## src/rtl/mult_16_pkg.sv

```systemverilog
// Shared constants and types for the mult_16 pipelined multiplier.
package mult_16_pkg;

    localparam int IN_W    = 16;
    localparam int OUT_W   = 2 * IN_W;
    localparam int LATENCY = 2;

    typedef logic [IN_W-1:0]  operand_t;
    typedef logic [OUT_W-1:0] product_t;

endpackage : mult_16_pkg

```

## src/rtl/mult_16_csa.sv

```systemverilog
// One row of 3:2 carry-save compressors. Three W-bit addends in, a sum
// word and a carry word out. The carry word is already shifted left by
// one, so sum + carry == x + y + z (mod 2^W).
module mult_16_csa
    import mult_16_pkg::*;
#(
    parameter int W = 32
) (
    input  logic [W-1:0] x,
    input  logic [W-1:0] y,
    input  logic [W-1:0] z,
    output logic [W-1:0] sum,
    output logic [W-1:0] carry
);

    logic [W-1:0] maj;

    // Bitwise full-adder: parity to sum, majority to the next column.
    always_comb begin
        sum   = x ^ y ^ z;
        maj   = (x & y) | (x & z) | (y & z);
        carry = {maj[W-2:0], 1'b0};
    end

endmodule : mult_16_csa

```

## src/rtl/mult_16.sv

```systemverilog
// Two-stage pipelined 16x16 multiplier with a 32-bit product.
//   Stage 1: partial products, carry-save reduction tree, register sum/carry.
//   Stage 2: carry-propagate add into r.
// Build option: define MULT_16_SIGNED_EN to add the is_signed port and
// Baugh-Wooley sign correction of the partial products.
module mult_16
    import mult_16_pkg::*;
#(
    parameter int IN_W = 16
) (
    input  logic              clk,
    input  logic              rst_n,
    input  logic              in_valid,
    input  logic [IN_W-1:0]   a,
    input  logic [IN_W-1:0]   b,
`ifdef MULT_16_SIGNED_EN
    input  logic              is_signed,
`endif
    output logic [2*IN_W-1:0] r,
    output logic              out_valid
);

    localparam int OUT_W = 2 * IN_W;

    // The reduction tree below is laid out by hand for exactly 16 rows.
    if (IN_W != 16) begin : g_width_check
        $error("mult_16: only IN_W == 16 is supported");
    end

    // Sign-correction enable; constant zero in the unsigned build so the
    // correction logic disappears entirely.
`ifdef MULT_16_SIGNED_EN
    logic sign_corr;
    assign sign_corr = is_signed;
`endif

    product_t pp [16];

    // Partial-product rows: row gi is a gated by b[gi], shifted left by gi.
    // In signed mode, the row/column that involves exactly one sign bit is
    // inverted, and the constant 2^16 + 2^31 is folded into row 0 (whose
    // bits 16 and 31 are otherwise always zero, so OR equals add).
    for (genvar gi = 0; gi < 16; gi++) begin : g_pp
        logic [15:0] row_bits;
`ifdef MULT_16_SIGNED_EN
        localparam logic [15:0] CORR_MASK = (gi < 15) ? 16'h8000 : 16'h7FFF;
        assign row_bits = (a & {16{b[gi]}}) ^ (CORR_MASK & {16{sign_corr}});
        if (gi == 0) begin : g_row0
            assign pp[gi] = ({16'h0000, row_bits} << gi)
                          | {sign_corr, 14'h0000, sign_corr, 16'h0000};
        end else begin : g_rown
            assign pp[gi] = {16'h0000, row_bits} << gi;
        end
`else
        assign row_bits = a & {16{b[gi]}};
        assign pp[gi]   = {16'h0000, row_bits} << gi;
`endif
    end

    // Reduction tree: 16 -> 11 -> 8 -> 6 -> 4 -> 3 -> 2 rows. Rows that
    // do not fill a full group of three pass straight to the next level.
    product_t l1 [11];
    product_t l2 [8];
    product_t l3 [6];
    product_t l4 [4];
    product_t l5 [3];
    product_t sum_comb;
    product_t carry_comb;

    for (genvar gi = 0; gi < 5; gi++) begin : g_l1
        mult_16_csa #(.W(OUT_W)) u_csa (
            .x(pp[3*gi]), .y(pp[3*gi+1]), .z(pp[3*gi+2]),
            .sum(l1[2*gi]), .carry(l1[2*gi+1])
        );
    end
    assign l1[10] = pp[15];

    for (genvar gi = 0; gi < 3; gi++) begin : g_l2
        mult_16_csa #(.W(OUT_W)) u_csa (
            .x(l1[3*gi]), .y(l1[3*gi+1]), .z(l1[3*gi+2]),
            .sum(l2[2*gi]), .carry(l2[2*gi+1])
        );
    end
    assign l2[6] = l1[9];
    assign l2[7] = l1[10];

    for (genvar gi = 0; gi < 2; gi++) begin : g_l3
        mult_16_csa #(.W(OUT_W)) u_csa (
            .x(l2[3*gi]), .y(l2[3*gi+1]), .z(l2[3*gi+2]),
            .sum(l3[2*gi]), .carry(l3[2*gi+1])
        );
    end
    assign l3[4] = l2[6];
    assign l3[5] = l2[7];

    for (genvar gi = 0; gi < 2; gi++) begin : g_l4
        mult_16_csa #(.W(OUT_W)) u_csa (
            .x(l3[3*gi]), .y(l3[3*gi+1]), .z(l3[3*gi+2]),
            .sum(l4[2*gi]), .carry(l4[2*gi+1])
        );
    end

    mult_16_csa #(.W(OUT_W)) u_csa_l5 (
        .x(l4[0]), .y(l4[1]), .z(l4[2]),
        .sum(l5[0]), .carry(l5[1])
    );
    assign l5[2] = l4[3];

    mult_16_csa #(.W(OUT_W)) u_csa_l6 (
        .x(l5[0]), .y(l5[1]), .z(l5[2]),
        .sum(sum_comb), .carry(carry_comb)
    );

    product_t s1_sum_reg;
    product_t s1_carry_reg;
    logic     s1_valid_reg;
    product_t r_reg;
    logic     out_valid_reg;

    // Stage 1: capture the carry-save pair only for valid operands so idle
    // inputs never reach the datapath registers.
    always_ff @(posedge clk or negedge rst_n) begin
        if (!rst_n) begin
            s1_sum_reg   <= '0;
            s1_carry_reg <= '0;
            s1_valid_reg <= 1'b0;
        end else begin
            s1_valid_reg <= in_valid;
            if (in_valid) begin
                s1_sum_reg   <= sum_comb;
                s1_carry_reg <= carry_comb;
            end
        end
    end

    // Stage 2: final carry-propagate add; r holds the last product in bubbles.
    always_ff @(posedge clk or negedge rst_n) begin
        if (!rst_n) begin
            r_reg         <= '0;
            out_valid_reg <= 1'b0;
        end else begin
            out_valid_reg <= s1_valid_reg;
            if (s1_valid_reg) begin
                r_reg <= s1_sum_reg + s1_carry_reg;
            end
        end
    end

    assign r         = r_reg;
    assign out_valid = out_valid_reg;

endmodule : mult_16

```

## config.mk

```make
export PLATFORM = sky130hd
export DESIGN_NAME = mult_16
export DESIGN_NICKNAME = d
export VERILOG_FILES = /design/src/rtl/mult_16_pkg.sv /design/src/rtl/mult_16_csa.sv /design/src/rtl/mult_16.sv
export SDC_FILE = /design/constraint.sdc
export NUM_CORES = 1
export LEC_CHECK = 0
export BUFFER_PORTS_ARGS = -buffer_cell sky130_fd_sc_hd__buf_4
export CORE_MARGIN = 2
export CORE_UTILIZATION = 62
export CTS_CLUSTER_DIAMETER = 120
export DETAILED_ROUTE_END_ITERATION = 7
export PLACE_DENSITY = 0.79
export SYNTH_ARGS = -nofsm -noshare
export SYNTH_HDL_FRONTEND = slang
export SYNTH_SLANG_ARGS = --single-unit
```

## constraint.sdc

```tcl
create_clock -name clk -period 3.3 [get_ports clk]
set_clock_uncertainty 0.2 [all_clocks]
set_input_delay 0.165 -clock clk [delete_from_list [all_inputs] [get_ports clk]]
set_output_delay 0.165 -clock clk [all_outputs]
set_load 0.01 [all_outputs]
```

==> reports/results.txt <==
From left edge to right edge, the die measures 140 um. The critical register-to-register path startpoint is s1_carry_reg[7]. The y dimension of the die came out at 140 um. The logs give 90 for the number of sinks handled by clock tree synthesis and 37.5% for the worst slew margin relative to its limit. The maximum net fanout on the critical path was 11; the number of optimization iterations in the first detailed-route pass was 5. Synthesis produced 1,113 cells. Yosys mapped a number of flops with a built-in enable equal to 0. The number of antenna violations at the first check in global routing was 0; the arrival time reported for the critical path endpoint was 3.86 ns. STA classifies the critical path endpoint as a flop.

The fraction of final layout cells with drive strength greater than 1 was 38.4%; the overall routed net length was 29,100 um. For this run, design rule violations remaining after detail routing come to 0. The share of synthesized area in the top cell type comes to 35.1%.

The relative area change from synthesis to final layout is 25.0%, and the number of flip-flops in the largest register is 32. The total standard cell area after synthesis was 11,500 um^2. For this run, the top clock speed supported by timing is 0.261 GHz. The final max-slew violation count was 0; the clock slew seen by the registers of the worst setup and hold paths was 0.07 ns. Setup violations remaining at the end of the flow were counted as 41. Pin count of the biggest net entering global routing: 61. Counting flops and latches in the post-synthesis netlist gives 90. The part of the Yosys area used for sequential elements is 19.6%. The tools report the net total in the final layout as 1,539. The number of cells on the worst reg-to-reg path is 9.

In this run the worst hold path is classified as input port to asynchronous set/reset pin. Dividing the detail-routed wire length by the instance count gives 19.9 um. Max capacitance violation total: 0.

CTS built an H-tree with a depth of 3. The detailed router finished its first iteration with 504 violations. After layout, the minimum clock period comes to 3.83 ns. Routability-driven placement finished with a final weighted congestion of 0.896. The synthesis warning total was 0; the worst slack at placement was -0.932 ns. In this run, CTS created clock tree buffers numbering 9. The run gives 0 as the final-report hold violation count.

By area the synthesized netlist is led by sky130_fd_sc_hd__fa_1, sky130_fd_sc_hd__dfrtp_1, sky130_fd_sc_hd__ha_1. The count of antenna-violating nets left after detailed routing was 0. For the global-route usage over all layers, the log shows 30.3%. The initial utilization of the core area, before any placement, comes to 63.6%. The tools report the destination of the worst register-to-register timing path as r[29].

Once detailed placement completed, the half-perimeter wirelength came to 20,500 um. The run gives 6.61 nW as the leakage power total. The first global-routing pass estimated 46,600 um of wire.

The number of antenna diodes in the final layout is 0. Across the VDD grid, the largest voltage drop is 0.628 mV. Using the TritonRoute via totals, the vias-per-cell ratio works out to 5.75.

TritonCTS built the clock tree. After floorplanning, the core was sized to cover 18,000 um^2. The total nets after synthesis was 1,426.

The number of placed instances, taps included, is 1,418. Leaving out filler cells and counting taps, the final layout contains 1,460. 68 I/O pins were placed. Across all register-to-register paths, the minimum setup slack is 0.62 ns. The final worst-path setup slack is -0.529 ns.

The run gives 9,492 as the via count of the first global-routing pass. The worst setup path is of the input port to flop kind. The main flop type after synthesis was sky130_fd_sc_hd__dfrtp_1.

The initialized floorplan defines 49 standard-cell rows. After synthesis, the netlist uses 54 different library cells. The run finished, with violations left. Clock tree synthesis selected as its root buffer the cell sky130_fd_sc_hd__clkbuf_16. Global routing finished with a remaining overflow of 0.

The final reports fail on setup timing. The top cell type by total area after synthesis was sky130_fd_sc_hd__fa_1. The async set-reset flop share out of synthesis works out to 100%. For the worst setup path, the data required time is 3.33 ns. The area of the die was 19,600 um^2. Clock latency on the worst-skew pair, taken at its later pin, is 0.35 ns.

The worst setup path is launched from an input port. Total of buffers placed on input and output ports: 67. At the pin with the least slew margin, the transition time is 0.937 ns.

Counting the fill cells in the layout gives 1,063. The final critical path takes up 116% of the cycle. For this design the ratio of total power to cell area is 746 nW/um^2. Across all layers, the routed design uses 8,396 vias.

In this run the deepest clock path goes through 2 buffers. In this run the mean area of a mapped cell was 10.3 um^2. Setup repair after global routing could not meet its margin everywhere.
==> worst max-delay path, cell delays in order <==
cell and delay (ns):
sky130_fd_sc_hd__buf_12 0.12, sky130_fd_sc_hd__nand2_2 0.09, sky130_fd_sc_hd__fa_1 0.58, sky130_fd_sc_hd__fa_2 0.47
sky130_fd_sc_hd__fa_2 0.57, sky130_fd_sc_hd__inv_2 0.04, sky130_fd_sc_hd__fa_2 0.54, sky130_fd_sc_hd__inv_2 0.04
sky130_fd_sc_hd__fa_2 0.52, sky130_fd_sc_hd__inv_2 0.04, sky130_fd_sc_hd__fa_2 0.40, sky130_fd_sc_hd__mux2_4 0.26
==> layout make-up <==
cell class | count | area [um^2] | share of cell area [%]
clock buffer | 10 | 239 | 1.67
multi-input combinational | 794 | 9080 | 63.3
sequential | 90 | 2250 | 15.7
inverter | 175 | 657 | 4.58
clock inverter | 6 | 88.8 | 0.620
timing repair buffer | 156 | 1730 | 12.1
tap | 229 | 287 | 2.00
==> synthesized netlist by cell type, types with 8 or more instances <==
master                     count
sky130_fd_sc_hd__fa_1        201
sky130_fd_sc_hd__inv_1       174
sky130_fd_sc_hd__nand2_1     164
sky130_fd_sc_hd__and2_1      124
sky130_fd_sc_hd__dfrtp_1      90
sky130_fd_sc_hd__ha_1         77
sky130_fd_sc_hd__mux2_2       77
sky130_fd_sc_hd__clkbuf_1     41
sky130_fd_sc_hd__a21oi_1      25
sky130_fd_sc_hd__o21ai_0      16
sky130_fd_sc_hd__nor2_1       15
sky130_fd_sc_hd__xor2_1        9
sky130_fd_sc_hd__xnor2_1       8
==> layout by cell type (no fill, tap or decap), types with 4 or more instances in the layout <==
master,netlist,routed
sky130_fd_sc_hd__fa_1,201,145
sky130_fd_sc_hd__nand3_1,7,7
sky130_fd_sc_hd__xnor2_1,8,8
sky130_fd_sc_hd__nor3_1,4,4
sky130_fd_sc_hd__mux2_4,1,30
sky130_fd_sc_hd__buf_4,5,88
sky130_fd_sc_hd__inv_2,0,50
sky130_fd_sc_hd__clkbuf_16,0,11
sky130_fd_sc_hd__nand2_1,164,135
sky130_fd_sc_hd__mux2_2,77,48
sky130_fd_sc_hd__nand2_4,0,13
sky130_fd_sc_hd__buf_8,0,9
sky130_fd_sc_hd__nor2_1,15,15
sky130_fd_sc_hd__buf_12,0,22
sky130_fd_sc_hd__nand2_2,0,16
sky130_fd_sc_hd__and2_1,124,73
sky130_fd_sc_hd__inv_1,174,124
sky130_fd_sc_hd__fa_2,0,56
sky130_fd_sc_hd__and2_4,0,51
sky130_fd_sc_hd__o21ai_0,16,14
sky130_fd_sc_hd__ha_1,77,55
sky130_fd_sc_hd__a21oi_1,25,25
sky130_fd_sc_hd__nand2b_1,5,5
sky130_fd_sc_hd__o211ai_1,5,5
sky130_fd_sc_hd__a211oi_2,5,5
sky130_fd_sc_hd__ha_4,0,20
sky130_fd_sc_hd__xor2_1,9,9
sky130_fd_sc_hd__nand4_1,7,7
sky130_fd_sc_hd__o21ai_1,6,8
sky130_fd_sc_hd__buf_6,3,31
sky130_fd_sc_hd__dfrtp_1,90,90
==> layer usage <==
metal  share of wire (%)  vias to the layer above  track usage, %
li1                    -                     3709               -
met1                  36                     4312            35.5
met2                  55                      286            56.9
met3                 4.6                       89            3.97
met4                 4.0                        0            10.6
met5                   0                        -               0
==> per-stage QoR <==
stage / area, um^2 / setup TNS, ns / util, % / hold slack, ns / power (W)
floorplan: 12300 / -16.46 / - / -0.331 / 0.00680
global placement: 12900 / -29.46 / 71.3 / -0.138 / 0.00831
detailed placement: 12900 / -31.87 / 71.3 / -0.133 / 0.00863
CTS: 14000 / -10.44 / 77.5 / 0.0534 / 0.0104
global route: 14300 / -14.42 / 79.5 / 0.0757 / 0.0117
finish: 14300 / -11.66 / 79.5 / 0.0450 / 0.0107
==> how the worst max path moves through the flow <==
stage          start        endpoint  slack [ns]  depth (start not counted)
2_1_floorplan   b[5]  s1_sum_reg[17]       -0.67                         11
3_3_place_gp    b[9]  s1_sum_reg[21]       -0.81                         12
3_5_place_dp    b[8]  s1_sum_reg[10]       -0.93                         12
4_1_cts        a[10]  s1_sum_reg[18]       -0.46                         11
5_1_grt        b[14]  s1_sum_reg[21]       -0.60                         12
6_report       b[14]  s1_sum_reg[21]       -0.53                         12
==> cells by family after synthesis <==
kind of cell / after synthesis / synth area share, %
AO/OA/AOI/OAI: 84 / 5.30
AND/OR/NAND/NOR: 334 / 14.4
flip-flops: 90 / 19.6
buffers and inverters: 229 / 7.91
XOR/XNOR: 17 / 1.30
multiplexers: 81 / 7.95
adder cells (fa/ha/maj): 278 / 43.5
==> where the power goes <==
group / total [W] / leakage, nW / switching (W) / internal (W)
Sequential: 0.00189 / 1.10 / 0.000289 / 0.00160
Combinational: 0.00767 / 5.35 / 0.00387 / 0.00380
Clock: 0.00112 / 0.155 / 0.000437 / 0.000685
==> what timing repair did <==
item                                   4_1_cts  5_1_grt
setup endpoints to repair                   44       45
endpoints found under the hold margin       90        0
setup buffers                               12       10
resized for setup                          175       94
hold buffers                                 1        0
cloned                                       3        2
pin swaps                                   72       79
No activity file was read; power rests on OpenSTA's default activity.
